--- config.mk ---
export PLATFORM = sky130hd
export DESIGN_NAME = usb_setup_capture
export DESIGN_NICKNAME = d
export VERILOG_FILES = /design/src/rtl/usb_setup_capture.sv
export SDC_FILE = /design/constraint.sdc
export NUM_CORES = 1
export LEC_CHECK = 0
export ABC_AREA = 1
export ABC_CLOCK_PERIOD_IN_PS = 1480
export CAP_MARGIN = 20
export CELL_PAD_IN_SITES_DETAIL_PLACEMENT = 1
export CELL_PAD_IN_SITES_GLOBAL_PLACEMENT = 1
export CORE_ASPECT_RATIO = 0.9
export CORE_MARGIN = 3
export CORE_UTILIZATION = 43
export CTS_BUF_LIST = sky130_fd_sc_hd__clkbuf_2 sky130_fd_sc_hd__clkbuf_4 sky130_fd_sc_hd__clkbuf_8
export DETAILED_ROUTE_END_ITERATION = 12
export GPL_ROUTABILITY_DRIVEN = 0
export PLACE_DENSITY = 0.92
export SLEW_MARGIN = 5
export SYNTH_ARGS = -nofsm -noshare
export SYNTH_HDL_FRONTEND = slang
export SYNTH_SLANG_ARGS = --single-unit
--- constraint.sdc ---
create_clock -name clk -period 1.48 [get_ports clk]
set_clock_uncertainty 0.1 [all_clocks]
set_input_delay 0.296 -clock clk [delete_from_list [all_inputs] [get_ports clk]]
set_output_delay 0.296 -clock clk [all_outputs]
set_load 0.005 [all_outputs]
--- src/rtl/usb_setup_capture.sv ---
// Endpoint-0 SETUP packet capture: collects the 8-byte setup stream, checks its length and
// commits the decoded request fields only when the transaction completes successfully.
module usb_setup_capture #(
    parameter logic [3:0] CTRL_EP   = 4'd0,
    parameter logic [3:0] SETUP_LEN = 4'd8
) (
    input  logic        clk,
    input  logic        rst0_async,
    input  logic        rst0_sync,
    input  logic [1:0]  trsac_type,
    input  logic [3:0]  trsac_ep,
    input  logic [1:0]  trsac_req_in,
    input  logic [7:0]  rx_data,
    input  logic        rx_wr,
    output logic [7:0]  bm_request_type,
    output logic [7:0]  b_request,
    output logic [15:0] w_value,
    output logic [15:0] w_index,
    output logic [15:0] w_length,
    output logic        setup_new,
    output logic        setup_err
);

    localparam logic [1:0] TYPE_SETUP = 2'd0;

    localparam logic [1:0] REQ_OK     = 2'd0;
    localparam logic [1:0] REQ_ACTIVE = 2'd1;
    localparam logic [1:0] REQ_FAIL   = 2'd2;

    localparam logic [1:0] ST_IDLE    = 2'd0;
    localparam logic [1:0] ST_CAPTURE = 2'd1;
    localparam logic [1:0] ST_DONE    = 2'd2;

    localparam logic [3:0] SHADOW_LEN = 4'd8;

    logic [1:0] state_q, state_d;
    logic [3:0] count_q, count_d;
    logic [7:0] shadow_q [8];
    logic       commit_q, commit_d;
    logic       fail_q, fail_d;
    logic       shadow_wr;
    logic       start;

    assign start = (trsac_req_in == REQ_ACTIVE) && (trsac_type == TYPE_SETUP)
                   && (trsac_ep == CTRL_EP);

    always_comb begin
        state_d   = state_q;
        count_d   = count_q;
        commit_d  = 1'b0;
        fail_d    = 1'b0;
        shadow_wr = 1'b0;
        case (state_q)
            ST_IDLE: begin
                if (start) begin
                    state_d = ST_CAPTURE;
                    count_d = 4'd0;
                end
            end
            ST_CAPTURE: begin
                if (rx_wr) begin
                    if (count_q < SETUP_LEN && count_q < SHADOW_LEN) begin
                        shadow_wr = 1'b1;
                        count_d   = count_q + 4'd1;
                    end else begin
                        // Overflow marker: any byte beyond the setup length poisons the packet
                        count_d = SETUP_LEN + 4'd1;
                    end
                end
                // Length check uses the count including a byte arriving with the status
                if (trsac_req_in == REQ_OK) begin
                    state_d = ST_DONE;
                    if (count_d == SETUP_LEN) begin
                        commit_d = 1'b1;
                    end else begin
                        fail_d = 1'b1;
                    end
                end else if (trsac_req_in == REQ_FAIL) begin
                    state_d = ST_DONE;
                    fail_d  = 1'b1;
                end
            end
            ST_DONE: begin
                if (trsac_req_in != REQ_ACTIVE) begin
                    state_d = ST_IDLE;
                end
            end
            default: state_d = ST_IDLE;
        endcase
    end

    always_ff @(posedge clk or negedge rst0_async) begin
        if (!rst0_async) begin
            state_q         <= ST_IDLE;
            count_q         <= 4'd0;
            commit_q        <= 1'b0;
            fail_q          <= 1'b0;
            bm_request_type <= 8'h00;
            b_request       <= 8'h00;
            w_value         <= 16'h0000;
            w_index         <= 16'h0000;
            w_length        <= 16'h0000;
            setup_new       <= 1'b0;
            setup_err       <= 1'b0;
            for (int i = 0; i < 8; i++) begin
                shadow_q[i] <= 8'h00;
            end
        end else if (!rst0_sync) begin
            state_q         <= ST_IDLE;
            count_q         <= 4'd0;
            commit_q        <= 1'b0;
            fail_q          <= 1'b0;
            bm_request_type <= 8'h00;
            b_request       <= 8'h00;
            w_value         <= 16'h0000;
            w_index         <= 16'h0000;
            w_length        <= 16'h0000;
            setup_new       <= 1'b0;
            setup_err       <= 1'b0;
            for (int i = 0; i < 8; i++) begin
                shadow_q[i] <= 8'h00;
            end
        end else begin
            state_q   <= state_d;
            count_q   <= count_d;
            commit_q  <= commit_d;
            fail_q    <= fail_d;
            setup_new <= commit_q;
            setup_err <= fail_q;
            if (shadow_wr) begin
                shadow_q[count_q[2:0]] <= rx_data;
            end
            // Commit one cycle after the status so a byte arriving with REQ_OK is included
            if (commit_q) begin
                bm_request_type <= shadow_q[0];
                b_request       <= shadow_q[1];
                w_value         <= {shadow_q[3], shadow_q[2]};
                w_index         <= {shadow_q[5], shadow_q[4]};
                w_length        <= {shadow_q[7], shadow_q[6]};
            end
        end
    end

endmodule

## After elaboration in Yosys (flattened, before gate mapping)

Cells that the tools add are included.
W data, S select, Z words.

- Add/sub/neg operators: 1
- Reduce and logical (&&, ||, !) cells: 9
- Order comparisons: 3
- Mux-type cells: 41
- Equal/unequal tests: 12
- Bitwise operators: 1

Operators with widths:

| operator | number |
|---|---|
| $mux W64 | 2 |
| $mux W16 | 6 |
| $bwmux W64 | 1 |
| $mux W8 | 5 |
| $demux W8 S3 | 1 |
| $mux W4 | 5 |
| $mux W1 | 14 |
| $mux W2 | 5 |
| $pmux W4 S2 | 1 |
| $logic_not A2 Y1 | 3 |
| $ne A2 B1 Y1 const B | 3 |
| $ne A3 B3 Y1 const B | 2 |
| $pmux W2 S3 | 1 |
| $add A4 B1 Y4 const B | 1 |
| $eq A2 B1 Y1 const B | 2 |
| $eq A2 B2 Y1 const B | 2 |
| $eq A4 B4 Y1 const B | 1 |
| $ge A4 B4 Y1 const B | 1 |
| $logic_not A4 Y1 | 1 |
| $lt A4 B1 Y1 const B | 1 |
| $lt A4 B4 Y1 const B | 1 |
| $ne A4 B4 Y1 const B | 1 |
| $not A3 Y4 | 1 |
| $logic_and A1 B1 Y1 | 3 |
| 3 further kinds | 3 |

- Register bits after elaboration: 138
- Input bits: 20
- Output and inout bits: 66

## Longest topological paths before layout

- Depth in word-level cells: 9
- Depth in mapped cells: 8
- Depth with buffers taken out: 8

## Least setup slack after synthesis

Ideal clock, no wire load.

- Path type: register -> register
- Start point: reg count_q[3]
- End point: reg shadow_q[0] (netlist bit)
- Data arrival time: 1.113 ns
- Path buffers: 0
- Data required time: 1.250 ns
- Cell stages (with the launch flop): 7
- Setup slack: 0.138 ns
- Cells stage by stage: dfrtp_1 > inv_1 > nand2_1 > nor2_8 > nand2_2 > nand2_2 > o22ai_1

- Longest elaborated chain between the ends: 5

Ends and longest elaborated chain:

| item | RTL line | text |
|---|---|---|
| from (decl) | 37 | `logic [3:0] count_q, count_d;` |
| from (signal assigned) | 125 | `count_q <= count_d;` |
| $lt A4 B4 Y1 | 62 | `if (count_q < SETUP_LEN && count_q < SHADOW_LEN) begin` |
| $mux W1 | 62 |  |
| $mux W1 | 61 | `if (rx_wr) begin` |
| $mux W1 | 53 | `case (state_q)` |
| $ne A2 B1 Y1 (no line) | - |  |
| to (signal, indexed assignment) | 131 | `shadow_q[count_q[2:0]] <= rx_data;` |
| to (decl) | 38 | `logic [7:0] shadow_q [8];` |

Every way passes these cells.
A chain may end at the register's enable or synchronous reset.

## Worst setup path after layout

- Start point: reg count_q[0]
- End point: reg shadow_q[32] (netlist bit)

- Longest elaborated chain between the ends: 8

Ends and longest elaborated chain:

| item | RTL line | text |
|---|---|---|
| $not A3 Y4 (implied by the code) | 131 |  |
| $ge A4 B4 Y1 (implied by the code) or $lt A4 B1 Y1 (tied branches) | 131 |  |
| $logic_and A1 B1 Y1 (implied by the code) | 131 |  |
| $mux W8 (implied by the code) | 131 |  |
| $demux W8 S3 | 131 |  |
| $bwmux W64 | 131 |  |
| $mux W64 | 130 | `if (shadow_wr) begin` |
| $mux W64 | 108 | `end else if (!rst0_sync) begin` |

Several ways; a longest one is shown, not always the timed one. The select of a mux whose other input is x is not followed.

==> qor.txt <==
Place WS: -478 ps
initial core utilization: 0.454
placed cell area: 6690 um^2
maximum vdd drop: 750 uV
first-pass GRT wire length: 33.6 mm
Post-Route Utilization: 0.707
top cell family by delay on the critical path: simple AND/OR/NAND/NOR gates
Layout Nets: 739
htree depth: 4
Req. time, crit path: 1710 ps
clk sinks: 138
I/O Buffers: 85
Synth Net Count: 541
number of global-route vias before repair: 5614
final wirelength: 27.5 mm
maximum clock insertion buffer count: 2
Final Max Tran Viols: 0
Initial DRT Pass Iterations: 7
period utilization: 1.11
Post-Synthesis Cells: 520
reg2reg setup slack: -160 ps
final worst slack: -160 ps
overall power: 7.68 mW
post-synthesis sequential area ratio: 0.647
number of routed nets with antenna violations: 0
Worst-path clk slew: 90 ps
clk_lat worst skew: 460 ps
synth unique cells: 18
setup TNS: -7510 ps
Non-Filler Instances: 886
Min Hold Slack: 204 ps
1st-iter DRT viols: 596
crit path max-delay cell type: dfrtp_2
worst endpoint data arrival time: 1870 ps
total number of vias: 5470
#FFs+latches synth: 138
GR Overflow Total: 0
Post-DP HPWL: 11.5 mm
Post-Place Cells: 787
status: finished, violations left
Syn Std Cell Area: 5340 um^2
Min-Delay Path Class: primary input to async pin
DR DRC count: 0
largest net degree at the start of global routing: 47
Pwr per Cell Area: 925 nW/um^2
num rows: 37
Num CTS Buffers: 17
Setup crit end kind: register
maxcap violations: 0
Max transition margin: 0.740
Warnings, synthesis: 0
area growth from synthesis to layout: 55.7%
P_leak: 3.77 nW
overall routing resource usage: 0.332
failing checks: negative setup slack
initial antenna violation count: 0
setup violators final: 108
final hold vios: 0
via density per instance: 6.17
Core Area: 11800 um^2
WL per Instance: 31.0 um
Synth Area per Inst: 10.3 um^2
FMAX: 610 MHz
CTS root buffer: clkbuf_8
Critical path origin: count_q[0]$_DFFE_PN0P_
kind of critical path: register to register
unrepaired setup endpoints after global routing: yes
Max FO, Critical Path: 8
RR Startpoint: count_q[0]$_DFFE_PN0P_
layout cells sized above 1: 0.434
worst slew pin tran: 390 ps
die width: 123 um
CP max stage delay: 410 ps
critical path buffer and inverter count: 2
Final Cell Area: 8310 um^2
Die ar.: 13800 um^2
crit-path most repeated cell: nand2_8
CP startpoint kind: register
Top-Level Pins: 86
Tmin final: 1640 ps
CTS tree: yes
# diodes: 0
Die Y-Extent: 112 um
CP Cell Sequence: buf_6, clkinvlp_4, nor2_4, nand2_8, nand2_8, o22ai_2
## repair_timing
action	in CTS	in global routing
gates cloned	0	3
setup buffers	33	31
hold buffers	1	0
gates resized for setup	179	179
setup endpoints to repair	132	130
pin swaps	2	13
hold endpoints to repair	61	0
## kinds of logic (layout without fill, tap and decap cells)
logic type,count (synthesis),in the layout,share of synthesized area
fa+ha+maj,1,1,0.00234
flops,138,138,0.647
simple gates,88,90,0.0774
compound gates,130,130,0.152
buf+inv,163,371,0.121
## sequential cells by signal (all words and copies together) (netlist names)
signal	flops
w_index	16
w_length	16
shadow_q	64
w_value	16
setup_new	1
commit_q	1
b_request	8
bm_request_type	8
fail_q	1
count_q	4
setup_err	1
state_q	2
## layout by cell type (no fill, tap or decap), drive strengths merged, types with 2 or more instances in the layout
| cell type | netlist | layout |
|---|---|---|
| nand2 | 63 | 65 |
| nor2 | 14 | 14 |
| clkdlybuf4s15 | 0 | 14 |
| bufinv | 0 | 3 |
| nor3 | 2 | 2 |
| inv | 145 | 145 |
| clkinvlp | 0 | 2 |
| dfrtp | 138 | 138 |
| o22ai | 128 | 128 |
| nand3 | 7 | 7 |
| clkdlybuf4s50 | 0 | 18 |
| clkbuf | 1 | 67 |
| buf | 17 | 115 |
| clkinv | 0 | 6 |
## cell type report
| cell class | instances | area [um^2] |
|---|---|---|
| timing repair buffer | 195 | 1580 |
| clock inverter | 11 | 148 |
| sequential | 138 | 3460 |
| fill | 1200 | 3450 |
| clock buffer | 20 | 256 |
| tap | 156 | 195 |
| inverter | 145 | 551 |
| multi-input combinational | 221 | 2120 |
## worst paths after layout
check	to	cells past startpoint
min reg2reg	setup_err$_DFF_PN0_	2
max	shadow_q[32]$_DFFE_PN0P_	6
max reg2reg	shadow_q[32]$_DFFE_PN0P_	6
min	w_index[12]$_DFFE_PN0P_	2
min in group clk	setup_err$_DFF_PN0_	2
max in group asynchronous	w_length[10]$_DFFE_PN0P_	3
## cells in the mapped netlist, drive strengths merged
| library cell | count | area [um^2] |
|---|---|---|
| inv | 145 | 544 |
| dfrtp | 138 | 3450 |
| o22ai | 128 | 801 |
| nand2 | 63 | 287 |
| buf | 17 | 97.6 |
| nor2 | 14 | 68.8 |
| nand3 | 7 | 35.0 |
| nor3 | 2 | 10.0 |
| clkbuf | 1 | 3.75 |
| ha | 1 | 12.5 |
| nand4 | 1 | 6.26 |
| o21ai | 1 | 5.00 |
| o31ai | 1 | 7.51 |
| or2 | 1 | 6.26 |
## per-layer routing
metal  vias to the layer above  wire length, um  GRT usage
met5                         -                0          0
met4                         0             2230      0.190
met3                       162             2380     0.0884
met2                       470            13000      0.555
met1                      2746             9840      0.381
li1                       2092                -          -
## report_power, final
group | total [mW] | internal, mW | switching, mW
clock network | 3.41 | 1.72 | 1.69
logic | 0.505 | 0.164 | 0.341
registers | 3.77 | 3.77 | 0.000402
Power figures use the tool's default switching activity.
